`config.mk`:
```
export PLATFORM = sky130hd
export DESIGN_NAME = prefix_add_arbiter
export DESIGN_NICKNAME = d
export VERILOG_FILES = /design/src/rtl/prefix_add_pkg.sv /design/src/rtl/prefix_adder.sv /design/src/rtl/prefix_add_arbiter.sv
export SDC_FILE = /design/constraint.sdc
export NUM_CORES = 1
export LEC_CHECK = 0
export CAP_MARGIN = 40
export CORE_MARGIN = 2
export CORE_UTILIZATION = 50
export DETAILED_ROUTE_END_ITERATION = 16
export DONT_BUFFER_PORTS = 1
export SETUP_SLACK_MARGIN = 0.5
export SLEW_MARGIN = 20
export SYNTH_ARGS = -nofsm -noshare
export SYNTH_HDL_FRONTEND = slang
export SYNTH_SLANG_ARGS = --single-unit
```
`constraint.sdc`:
```
create_clock -name clk -period 6.3 [get_ports clk]
set_clock_uncertainty 0.2 [all_clocks]
set_input_delay 1.575 -clock clk [delete_from_list [all_inputs] [get_ports clk]]
set_output_delay 1.575 -clock clk [all_outputs]
set_load 0.05 [all_outputs]
```
`src/rtl/prefix_add_pkg.sv`:
```
// Shared types and helpers for the shared prefix-adder arbiter.
// Holds default sizes, the lock FSM encoding and the round-robin pick function.
package prefix_add_pkg;

  localparam int unsigned DefaultW    = 8;
  localparam int unsigned DefaultNreq = 4;
  localparam int unsigned MaxNreq     = 8;

  typedef enum logic [0:0] {
    StIdle,
    StLocked
  } arb_state_e;

  // Returns {found, idx[2:0]}: first set bit of eligible at or after (ptr+1) mod nreq.
  function automatic logic [3:0] rr_pick(input logic [MaxNreq-1:0] eligible,
                                         input int unsigned        nreq,
                                         input logic [2:0]         ptr);
    logic [3:0]  res;
    logic        found;
    int unsigned idx;
    logic [2:0]  idx3;
    res   = '0;
    found = 1'b0;
    for (int unsigned k = 1; k <= MaxNreq; k++) begin
      idx  = (32'(ptr) + k) % nreq;
      idx3 = idx[2:0];
      if (k <= nreq && !found && eligible[idx3]) begin
        found = 1'b1;
        res   = {1'b1, idx3};
      end
    end
    return res;
  endfunction

endpackage

```
`src/rtl/prefix_adder.sv`:
```
// Combinational W-bit Kogge-Stone adder with carry-in and carry-out.
// Carry-in is folded into bit 0's generate so the prefix tree yields carries directly.
module prefix_adder #(
  parameter int unsigned W = 8
) (
  input  logic [W-1:0] a,
  input  logic [W-1:0] b,
  input  logic         cin,
  output logic [W-1:0] sum,
  output logic         cout
);

  localparam int unsigned Levels = (W > 1) ? $clog2(W) : 1;

  logic [W-1:0] p0;
  logic [W-1:0] g0;
  logic [W-1:0] g_final;
  logic [W-1:0] carry;

  always_comb begin
    p0    = a ^ b;
    g0    = a & b;
    g0[0] = (a[0] & b[0]) | (p0[0] & cin);
  end

  genvar l, i;
  generate
    for (l = 0; l < Levels; l++) begin : g_level
      localparam int unsigned Dist = 1 << l;
      logic [W-1:0] gi, pi, go, po;
      if (l == 0) begin : g_first
        assign gi = g0;
        assign pi = p0;
      end else begin : g_chain
        assign gi = g_level[l-1].go;
        assign pi = g_level[l-1].po;
      end
      for (i = 0; i < W; i++) begin : g_bit
        if (i >= Dist) begin : g_merge
          assign go[i] = gi[i] | (pi[i] & gi[i-Dist]);
          assign po[i] = pi[i] & pi[i-Dist];
        end else begin : g_pass
          assign go[i] = gi[i];
          assign po[i] = pi[i];
        end
      end
    end
  endgenerate

  assign g_final = g_level[Levels-1].go;

  logic unused_po;
  assign unused_po = ^g_level[Levels-1].po;

  always_comb begin
    carry = {g_final[W-2:0], cin};
  end

  assign sum  = p0 ^ carry;
  assign cout = g_final[W-1];

endmodule

```
`src/rtl/prefix_add_arbiter.sv`:
```
// Round-robin arbiter sharing one prefix adder among NREQ requesters, with grant
// locking for multi-limb sums and a one-deep registered response stage.
module prefix_add_arbiter
  import prefix_add_pkg::*;
#(
  parameter int unsigned NREQ = DefaultNreq,
  parameter int unsigned W    = DefaultW
) (
  input  logic                     clk,
  input  logic                     rst_n,
  input  logic [NREQ-1:0]          req_valid,
  output logic [NREQ-1:0]          req_ready,
  input  logic [NREQ*W-1:0]        req_a,
  input  logic [NREQ*W-1:0]        req_b,
  input  logic [NREQ-1:0]          req_chain,
  output logic                     rsp_valid,
  input  logic                     rsp_ready,
  output logic [W-1:0]             rsp_sum,
  output logic                     rsp_cout,
  output logic [$clog2(NREQ)-1:0]  rsp_id
);

  localparam int unsigned IdW = $clog2(NREQ);

  arb_state_e     state_q, state_d;
  logic [IdW-1:0] owner_q, owner_d;
  logic [IdW-1:0] rr_ptr_q, rr_ptr_d;
  logic           carry_q, carry_d;
  logic           rsp_valid_q, rsp_valid_d;
  logic [W-1:0]   rsp_sum_q, rsp_sum_d;
  logic           rsp_cout_q, rsp_cout_d;
  logic [IdW-1:0] rsp_id_q, rsp_id_d;

  logic [MaxNreq-1:0] eligible;
  logic [3:0]         pick;
  logic [2:0]         ptr_ext;
  logic               grant_valid;
  logic [IdW-1:0]     grant;
  logic               can_accept;
  logic               accept;
  logic               grant_chain;
  logic [W-1:0]       a_sel, b_sel;
  logic               cin;
  logic [W-1:0]       add_sum;
  logic               add_cout;

  // While locked only the owner may win, even if it has no beat this cycle.
  always_comb begin
    eligible = '0;
    for (int unsigned i = 0; i < NREQ; i++) begin
      if (state_q == StIdle) begin
        eligible[i] = req_valid[i];
      end else begin
        eligible[i] = req_valid[i] && (owner_q == IdW'(i));
      end
    end
  end

  assign ptr_ext     = 3'(rr_ptr_q);
  assign pick        = rr_pick(eligible, NREQ, ptr_ext);
  assign grant_valid = pick[3];
  assign grant       = pick[IdW-1:0];

  logic unused_pick;
  assign unused_pick = ^pick;

  assign can_accept = !rsp_valid_q || rsp_ready;
  assign accept     = grant_valid && can_accept;

  always_comb begin
    req_ready = '0;
    if (accept) begin
      req_ready[grant] = 1'b1;
    end
  end

  always_comb begin
    a_sel       = '0;
    b_sel       = '0;
    grant_chain = 1'b0;
    for (int unsigned i = 0; i < NREQ; i++) begin
      if (grant == IdW'(i)) begin
        a_sel       = req_a[i*W +: W];
        b_sel       = req_b[i*W +: W];
        grant_chain = req_chain[i];
      end
    end
  end

  assign cin = (state_q == StLocked) ? carry_q : 1'b0;

  prefix_adder #(
    .W (W)
  ) u_adder (
    .a    (a_sel),
    .b    (b_sel),
    .cin  (cin),
    .sum  (add_sum),
    .cout (add_cout)
  );

  always_comb begin
    state_d     = state_q;
    owner_d     = owner_q;
    rr_ptr_d    = rr_ptr_q;
    carry_d     = carry_q;
    rsp_valid_d = rsp_valid_q;
    rsp_sum_d   = rsp_sum_q;
    rsp_cout_d  = rsp_cout_q;
    rsp_id_d    = rsp_id_q;

    if (accept) begin
      carry_d     = add_cout;
      rr_ptr_d    = grant;
      rsp_valid_d = 1'b1;
      rsp_sum_d   = add_sum;
      rsp_cout_d  = add_cout;
      rsp_id_d    = grant;
      unique case (state_q)
        StIdle: begin
          if (grant_chain) begin
            state_d = StLocked;
            owner_d = grant;
          end
        end
        StLocked: begin
          if (!grant_chain) begin
            state_d = StIdle;
          end
        end
        default: state_d = StIdle;
      endcase
    end else if (rsp_valid_q && rsp_ready) begin
      rsp_valid_d = 1'b0;
    end
  end

  always_ff @(posedge clk or negedge rst_n) begin
    if (!rst_n) begin
      state_q     <= StIdle;
      owner_q     <= '0;
      rr_ptr_q    <= IdW'(NREQ - 1);
      carry_q     <= 1'b0;
      rsp_valid_q <= 1'b0;
      rsp_sum_q   <= '0;
      rsp_cout_q  <= 1'b0;
      rsp_id_q    <= '0;
    end else begin
      state_q     <= state_d;
      owner_q     <= owner_d;
      rr_ptr_q    <= rr_ptr_d;
      carry_q     <= carry_d;
      rsp_valid_q <= rsp_valid_d;
      rsp_sum_q   <= rsp_sum_d;
      rsp_cout_q  <= rsp_cout_d;
      rsp_id_q    <= rsp_id_d;
    end
  end

  assign rsp_valid = rsp_valid_q;
  assign rsp_sum   = rsp_sum_q;
  assign rsp_cout  = rsp_cout_q;
  assign rsp_id    = rsp_id_q;

endmodule

```
==> impl_results.md <==
* Status: finished, final reports clean
* DRT iter0 DRCs at 68
* CP Buf/Inv Count at 2
* Multi-input gate area at 0.00131 mm^2
* Actual slew at the worst max-slew pin at 857 ps
* CTS clk-pin slew, worst paths at 60 ps
* Slew Limit Headroom at 0.426
* DIE AREA at 0.00423 mm^2
* Layout cells sized above 1 at 0.163
* Final setup fails at 0
* Gpl congestion at 0.854
* Post-Syn Nets at 307
* CTS root buf: clkbuf_8
* R2r startpoint: rr_ptr_q[0]$_DFFE_PN1P_
* Placeable Area at 0.00363 mm^2
* Post-Syn Area at 0.00186 mm^2
* TritonCTS sink count at 17
* Placement Rows at 22
* Worst EP required at 4530 ps
* Sequential fraction of the synthesis area at 0.230
* Final nets at 300
* Async SR Flop Fraction at 1.00
* H-tree Lvls at 1
* CTS tree: yes
* Boundary pin count at 91
* Netlist cell types at 48
* Die Ht at 65.1 um
* ANT nets after route at 0
* Avg Inst Size Synth at 8.36 um^2
* Critical Path End Type: output pin
* Setup Crit Path Kind: in2out
* Most common cell after layout, fill and taps aside: nand2_1
* Synth Flop Type: dfrtp_1
* Startpoint Class: input pin
* Register Area at 428 um^2
* Die width at 65.1 um
* I/O Buffers at 0
* CTS Buf Count at 3
* Minimum clock period at 5180 ps
* Seq cells post-synth at 17
* R2r endpoint: rsp_cout$_DFFE_PN0P_
* Vias per cell at 5.90
* Fill count at 355
* WL per Instance at 16.3 um
* Setup_tns at 0 ps
* Routed WL at 4290 um
* Yosys warning count at 0
* Max-slew violations at 0
* Residual DRC at 0
* DR vias at 1553
* Number of global-route vias before repair at 1596
* Total gr overflow at 0
* Most frequent cells in the layout: nand2_1, a31oi_1, and2_1, dfrtp_1
* Post-CTS Setup Repair Bufs at 0
* Hold Violations, Final at 0
* CP endpoint: req_ready[3]
* FF-to-FF path depth at 17
* GR Util All Layers at 0.205
* Cells after Synth at 223
* Hpwl dp at 3480 um
* CP peak stage delay at 420 ps
* Max stage delay cell, worst path: o21ai_2
* Worst min path class: reg2reg
* FMAX at 193 MHz
* Pre-antenna DRT Iters at 4
* # diodes at 0
* Hold Buf Count CTS at 0
* Crit path max-delay family: compound AO/OA/AOI/OAI gates
* Crit-path max FO at 31
* Number of synthesized flops with an enable pin at 0
* Max Cap Viol at 0
* Setup crit start: req_valid[3]
* Worst path depth at 7
* Antenna violations before repair at 0
* Count of cells resized by post-cts repair at 0
* Final period utilization at 0.822
* Worst-skew pair later-pin latency at 250 ps
* Largest net degree at the start of global routing at 41
* RSZ-0062 raised after global routing: no
* Max Buffers Root-to-Sink at 2
* First-pass GRT wire length at 6850 um
* Area added between synthesis and finish at 2.21%
* Crit path DAT at 3410 ps
* R2R setup slack at 1900 ps
* CP Cell Sequence: nand2b_1, a21boi_1, o221ai_1, o21ai_2, inv_2, nor3_1, buf_4
* Initial Util at 0.513
Yosys cell counts (all sizes together), types with 2 or more instances:
library cell | number | area [um^2]
o21ai | 13 | 68.8
o221ai | 2 | 17.5
ha | 7 | 87.6
nand4b | 2 | 17.5
nand2b | 5 | 38.8
inv | 8 | 30.0
mux2i | 10 | 100
clkbuf | 2 | 7.51
a21oi | 5 | 28.8
mux2 | 3 | 33.8
nor2 | 7 | 26.3
a21o | 6 | 45.0
a21boi | 3 | 22.5
and2 | 15 | 93.8
nor2b | 4 | 25.0
xor2 | 3 | 26.3
nor3 | 4 | 20.0
fa | 2 | 40.0
a31oi | 15 | 93.8
o31ai | 2 | 15.0
buf | 15 | 103
dfstp | 2 | 52.6
nand2 | 43 | 164
a211oi | 15 | 163
xnor2 | 3 | 26.3
dfrtp | 15 | 375
per-layer routing:
layer / routed length (um) / part of all wire / track usage / up-vias
met4: 50 / 0.012 / 0.0286 / 0
li1: - / - / - / 780
met5: 0 / 0 / 0 / -
met1: 1670 / 0.39 / 0.212 / 715
met3: 261 / 0.061 / 0.0538 / 6
met2: 2310 / 0.54 / 0.416 / 52
registers in the layout, indices dropped and copies added, names as in the netlist:
name       cells
owner_q        2
rsp_valid      1
state_q        1
rsp_sum        8
rsp_id         2
rr_ptr_q       2
rsp_cout       1
per-stage QoR:
stage | std cells | area (um^2) | util | hold WS (ps) | worst slack, ps
after floorplan | 223 | 1860 | - | 341 | 852
after global routing | 263 | 1910 | 0.524 | 370 | 972
final | 263 | 1910 | 0.524 | 358 | 1120
after global placement | 259 | 1860 | 0.512 | 332 | 1140
after CTS | 263 | 1910 | 0.524 | 357 | 1110
after detailed placement | 259 | 1860 | 0.512 | 346 | 1070
how the worst min path moves through the flow:
stage / slack [ps] / cells past startpoint / from / endpoint
3_3_place_gp: 330 / 2 / rr_ptr_q[0]$_DFFE_PN1P_ / rr_ptr_q[0]$_DFFE_PN1P_
2_1_floorplan: 340 / 1 / rr_ptr_q[1]$_DFFE_PN1P_ / rr_ptr_q[1]$_DFFE_PN1P_
3_5_place_dp: 350 / 2 / rr_ptr_q[0]$_DFFE_PN1P_ / rr_ptr_q[0]$_DFFE_PN1P_
4_1_cts: 360 / 2 / rr_ptr_q[0]$_DFFE_PN1P_ / rr_ptr_q[0]$_DFFE_PN1P_
5_1_grt: 370 / 2 / rr_ptr_q[0]$_DFFE_PN1P_ / rr_ptr_q[0]$_DFFE_PN1P_
6_report: 360 / 2 / rr_ptr_q[0]$_DFFE_PN1P_ / rr_ptr_q[0]$_DFFE_PN1P_
tightest hold or removal path: cells and delay by family, from the launching register on:
kind | cells | cell delay (ps)
DFF | 1 | 430
and+or+nand+nor | 2 | 120
logic make-up (layout without fill, tap and decap cells):
group                      Yosys count  after routing  synth area share
adders and majority gates            9              9            0.0685
AOI/OAI and AO/OA                   69             69             0.299
xor gates and xnor gates             6              6            0.0282
and+or+nand+nor                     84             84             0.228
buffers and inverters               25             17            0.0752
muxes                               13             13            0.0718
DFF                                 17             17             0.230
layout make-up:
cell class | instances | share of cell area
multi-input cells | 181 | 0.685
inverters | 8 | 0.0158
repair buffers | 5 | 0.0197
clock buffers | 4 | 0.0236
well taps | 48 | 0.0315
flip-flops and latches | 17 | 0.225
Power is not shown: default switching activity piles up to over one toggle a cycle in this logic, so the estimate is an artifact.
==> patch 1 (same flow settings) <==
Set the package constant `DefaultW` to 16 (it was 8).
--- a/src/rtl/prefix_add_pkg.sv
+++ b/src/rtl/prefix_add_pkg.sv
@@ -3,5 +3,5 @@
 package prefix_add_pkg;
 
-  localparam int unsigned DefaultW    = 8;
+  localparam int unsigned DefaultW    = 16;
   localparam int unsigned DefaultNreq = 4;
   localparam int unsigned MaxNreq     = 8;
Ports: changed (resized req_a, req_b and rsp_sum); port bits go from 91 to 163. The function was not compared with the original's and may differ.
==> patch 1 against the original RTL <==
Synthesized cell count grew 51%; synthesized area grew 63%; worst hold slack lost 44 ps; routed wire length grew 59%; setup slack lost 240 ps; final cell count grew 53%; final area grew 63%; register-to-register slack lost 160 ps; non-clock buffer count grew 2; sequential cell count grew 8; via count grew 60%.
Power is not shown: default switching activity piles up to over one toggle a cycle in this logic, so the estimate is an artifact.
==> patch 1: results (changes against the original RTL) <==
outcome:
  status: "complete, no violations"  # unchanged
detailed_routing:
  met3_length_um: 489  # was 261 µm
  wl_met1_um: 2890  # was 1666 µm
  wl_met2_um: 3338  # was 2314 µm
  first_iter_violations: 48  # was 68
critical_path:
  cp_max_fo: 35  # was 31
  slowest_stage: "and3_1"  # was o21ai_2
  max_stage_delay_ps: 570  # was 420 ps
  crit_family: "simple AND/OR/NAND/NOR gates"  # was compound AO/OA/AOI/OAI gates
  crit_start: "req_valid[2]"  # was req_valid[3]
  worst_r2r_path_depth: 13  # was 17
  crit_path_end: "req_ready[2]"  # was req_ready[3]
  r2r-end: "rsp_sum[13]$_DFFE_PN0P_"  # was rsp_cout$_DFFE_PN0P_
  r2r_slack_ps: 1740  # was 1900 ps
yosys:
  synth_cell_type_count: 58  # was 48
  synth_compound_area_frac: 0.1780  # was 0.2993
  synthXorXnorAreaFrac: 0.02303  # was 0.02819
  yosys-mux-area-fraction: 0.3372  # was 0.07181
grt:
  met2_usage: 0.3358  # was 0.4162
  use_met3: 0.03626  # was 0.05382
  grt_pass1_wl_um: 10170  # was 6851 µm
  grt_max_degree: 36  # was 41
  use_met1: 0.2436  # was 0.2124
worst_hold_path:
  hold_end: "rr_ptr_q[1]$_DFFE_PN1P_"  # was rr_ptr_q[0]$_DFFE_PN1P_
finish:
  nFillCells: 591  # was 355
  drive_gt1_frac: 0.07317  # was 0.1628
place:
  gp_congestion: 0.7880  # was 0.8537
clock_tree:
  clkTransAtPathRegs_ps: 90  # was 60 ps
  clk-insertion-delay-late_ps: 270  # was 250 ps
timing:
  slew_headroom: 0.5477  # was 0.4261
## patch 1: stage by stage
stage / std cells / utilization / setup slack (ps) / hold WS [ps] / instance area [µm²]
after global routing: 403 / 0.5281 / 649.0 / 337.2 / 3108
after floorplan: 336 / - / 1244 / 269.6 / 3043
final: 403 / 0.5281 / 874.8 / 314.0 / 3108
after global placement: 398 / 0.5189 / 918.5 / 299.8 / 3054
after CTS: 403 / 0.5281 / 855.1 / 313.0 / 3108
after detailed placement: 399 / 0.5202 / 824.6 / 301.0 / 3062
## patch 1: cell type report
type / instances / area (µm²) / share of cell area
multi-input combinational: 284 / 2257 / 0.7262
sequential: 25 / 628.1 / 0.2021
tap: 75 / 93.84 / 0.03019
timing repair buffer: 7 / 52.55 / 0.01691
clock buffer: 3 / 41.29 / 0.01329
inverter: 8 / 30.03 / 0.009662
clock inverter: 1 / 5.005 / 0.001610
==> patch 2 (config.mk and constraints unchanged) <==
Made on the original files. `rsp_sum_q` no longer has a reset.
--- a/src/rtl/prefix_add_arbiter.sv
+++ b/src/rtl/prefix_add_arbiter.sv
@@ -143,5 +143,4 @@
       carry_q     <= 1'b0;
       rsp_valid_q <= 1'b0;
-      rsp_sum_q   <= '0;
       rsp_cout_q  <= 1'b0;
       rsp_id_q    <= '0;
@@ -152,8 +151,11 @@
       carry_q     <= carry_d;
       rsp_valid_q <= rsp_valid_d;
-      rsp_sum_q   <= rsp_sum_d;
       rsp_cout_q  <= rsp_cout_d;
       rsp_id_q    <= rsp_id_d;
     end
+  end
+
+  always_ff @(posedge clk) begin
+    rsp_sum_q <= rsp_sum_d;
   end
 
Check against the original RTL: not equivalent (a bounded check fails within 4 cycles, from zero or initial values and one cycle with rst_n low).
==> patch 2 against the original RTL <==
Sequential cell count unchanged; first-iteration DRC count is 15% lower; synthesized area is 0.20% higher; critical endpoint unchanged; sequential share of layout area is 2.2 points higher; final area decreased by 0.26%; setup slack worse by 180 ps; die area grew 0.20%; count of clock-buffer cells in the layout decreased by 1; maximum frequency is 3.3% lower; routed wire length up 1.4%.
Power is left out: the tool's default activity adds up to more than one toggle a clock period on the data nets, which glitch-free logic cannot reach.
==> patch 2: results (changes against the original RTL) <==
outcome:
  status: "complete, no violations"  # unchanged
grt:
  grt_pass1_vias: 1488  # was 1596
  grt_usage: 0.2001  # was 0.2054
  grt_max_degree: 35  # was 41
  grt_pass1_wl_um: 6672  # was 6851 µm
critical_path:
  arrival_ps: 3580  # was 3410 ps
  crit_start: "req_valid[0]"  # was req_valid[3]
  worst_r2r_path_depth: 16  # was 17
  r2r-start: "state_q$_DFFE_PN0P_"  # was rr_ptr_q[0]$_DFFE_PN1P_
  r2r_slack_ps: 1690  # was 1900 ps
  cp_max_fo: 34  # was 31
  r2r-end: "rsp_sum[6]$_DFFE_PP_"  # was rsp_cout$_DFFE_PN0P_
  crit_path_end: "req_ready[3]"  # unchanged
yosys:
  synthAdderAreaFrac: 0.06832  # was 0.06846
  synthXorXnorAreaFrac: 0.02813  # was 0.02819
  synth_compound_area_frac: 0.2873  # was 0.2993
  synth-async-reset-ratio: 0.5294  # was 1.000
  synth_edf_count: 8  # was 0
  yosys-mux-area-fraction: 0.06162  # was 0.07181
  synth.area.top_cells: "edfxtp_1 (13%), dfrtp_1 (9.4%), nand2_1 (9.0%), a211oi_2 (7.4%), and2_1 (5.7%)"  # was dfrtp_1 (20%), nand2_1 (8.5%), a211oi_2 (6.7%), mux2i_1 (5.4%), a31oi_1 (5.0%)
  synth.top_cells.by_count: "nand2_1 (45), and2_1 (17), a31oi_1 (15)"  # was nand2_1 (42), a31oi_1 (15), and2_1 (15), dfrtp_1 (15)
  yosysSeqAreaShare: 0.2505  # was 0.2295
clock_tree:
  cts_resized: 0  # unchanged
  clk-insertion-delay-late_ps: 250  # about the same
finish:
  largest_reg_flops: 8  # unchanged
  multi_input_area_um2: 1260  # was 1305 µm²
  flops_and_latches: 17  # unchanged
  regArea_um2: 467.9  # was 427.9 µm²
  num-multi-input-gates: 183  # was 181
  nets: 302  # was 300
  buffer_area_frac: 0.01580  # was 0.01970
  inverters: 9  # was 8
  clock_cell_area_share: 0.02436  # was 0.02364
  nFillCells: 369  # was 355
  drive_gt1_frac: 0.1290  # was 0.1628
  clkbuf_count: 3  # was 4
  signal_buffers: 4  # was 5
place:
  io_buffers: 0  # unchanged
  dp_hpwl_um: 3487  # was 3484 µm
  gp_congestion: 0.7867  # was 0.8537
detailed_routing:
  via_per_inst: 6.147  # was 5.905
  wire_per_inst_um: 16.42  # was 16.32 µm
  first_iter_violations: 58  # was 68
timing:
  worst_slew_pin_slew_ps: 842.0  # was 857.1 ps
job:
  cap_violations: 0  # unchanged
## patch 2: routing by layer
layer | up-vias | wire length, µm | track usage | part of all wire
li1 | 786 | - | - | -
met1 | 755 | 1921 | 0.2595 | 0.44
met2 | 77 | 2004 | 0.3338 | 0.46
met3 | 11 | 316 | 0.03253 | 0.073
met4 | 0 | 109 | 0.08073 | 0.025
met5 | - | 0 | 0 | 0
## patch 2: how the worst min path moves through the flow
stage | start | end | cells past startpoint
detailed placement | rr_ptr_q[1]$_DFFE_PN1P_ | rr_ptr_q[1]$_DFFE_PN1P_ | 1
finish | rr_ptr_q[1]$_DFFE_PN1P_ | rr_ptr_q[1]$_DFFE_PN1P_ | 1
global placement | rr_ptr_q[0]$_DFFE_PN1P_ | rr_ptr_q[0]$_DFFE_PN1P_ | 2
floorplan | rr_ptr_q[1]$_DFFE_PN1P_ | rr_ptr_q[1]$_DFFE_PN1P_ | 1
global route | rr_ptr_q[1]$_DFFE_PN1P_ | rr_ptr_q[1]$_DFFE_PN1P_ | 1
CTS | rr_ptr_q[1]$_DFFE_PN1P_ | rr_ptr_q[1]$_DFFE_PN1P_ | 1
## patch 2: through the flow
stage / hold WS [ps] / instance area (µm²) / setup slack (ps) / util / instances
final: 361.5 / 1901 / 941.2 / 0.5231 / 265
after global routing: 375.6 / 1901 / 741.8 / 0.5231 / 265
after CTS: 360.6 / 1901 / 936.1 / 0.5231 / 265
after detailed placement: 347.4 / 1854 / 725.6 / 0.5103 / 261
after global placement: 337.6 / 1854 / 921.6 / 0.5103 / 261
after floorplan: 325.6 / 1868 / 729.8 / - / 223
## patch 2: worst max-delay path, stage by stage
cell     delay (ps)
or3b_1          380
nand2_1          90
a31oi_1          60
o31ai_4         640
inv_4           330
nor3_1          270
buf_4           230
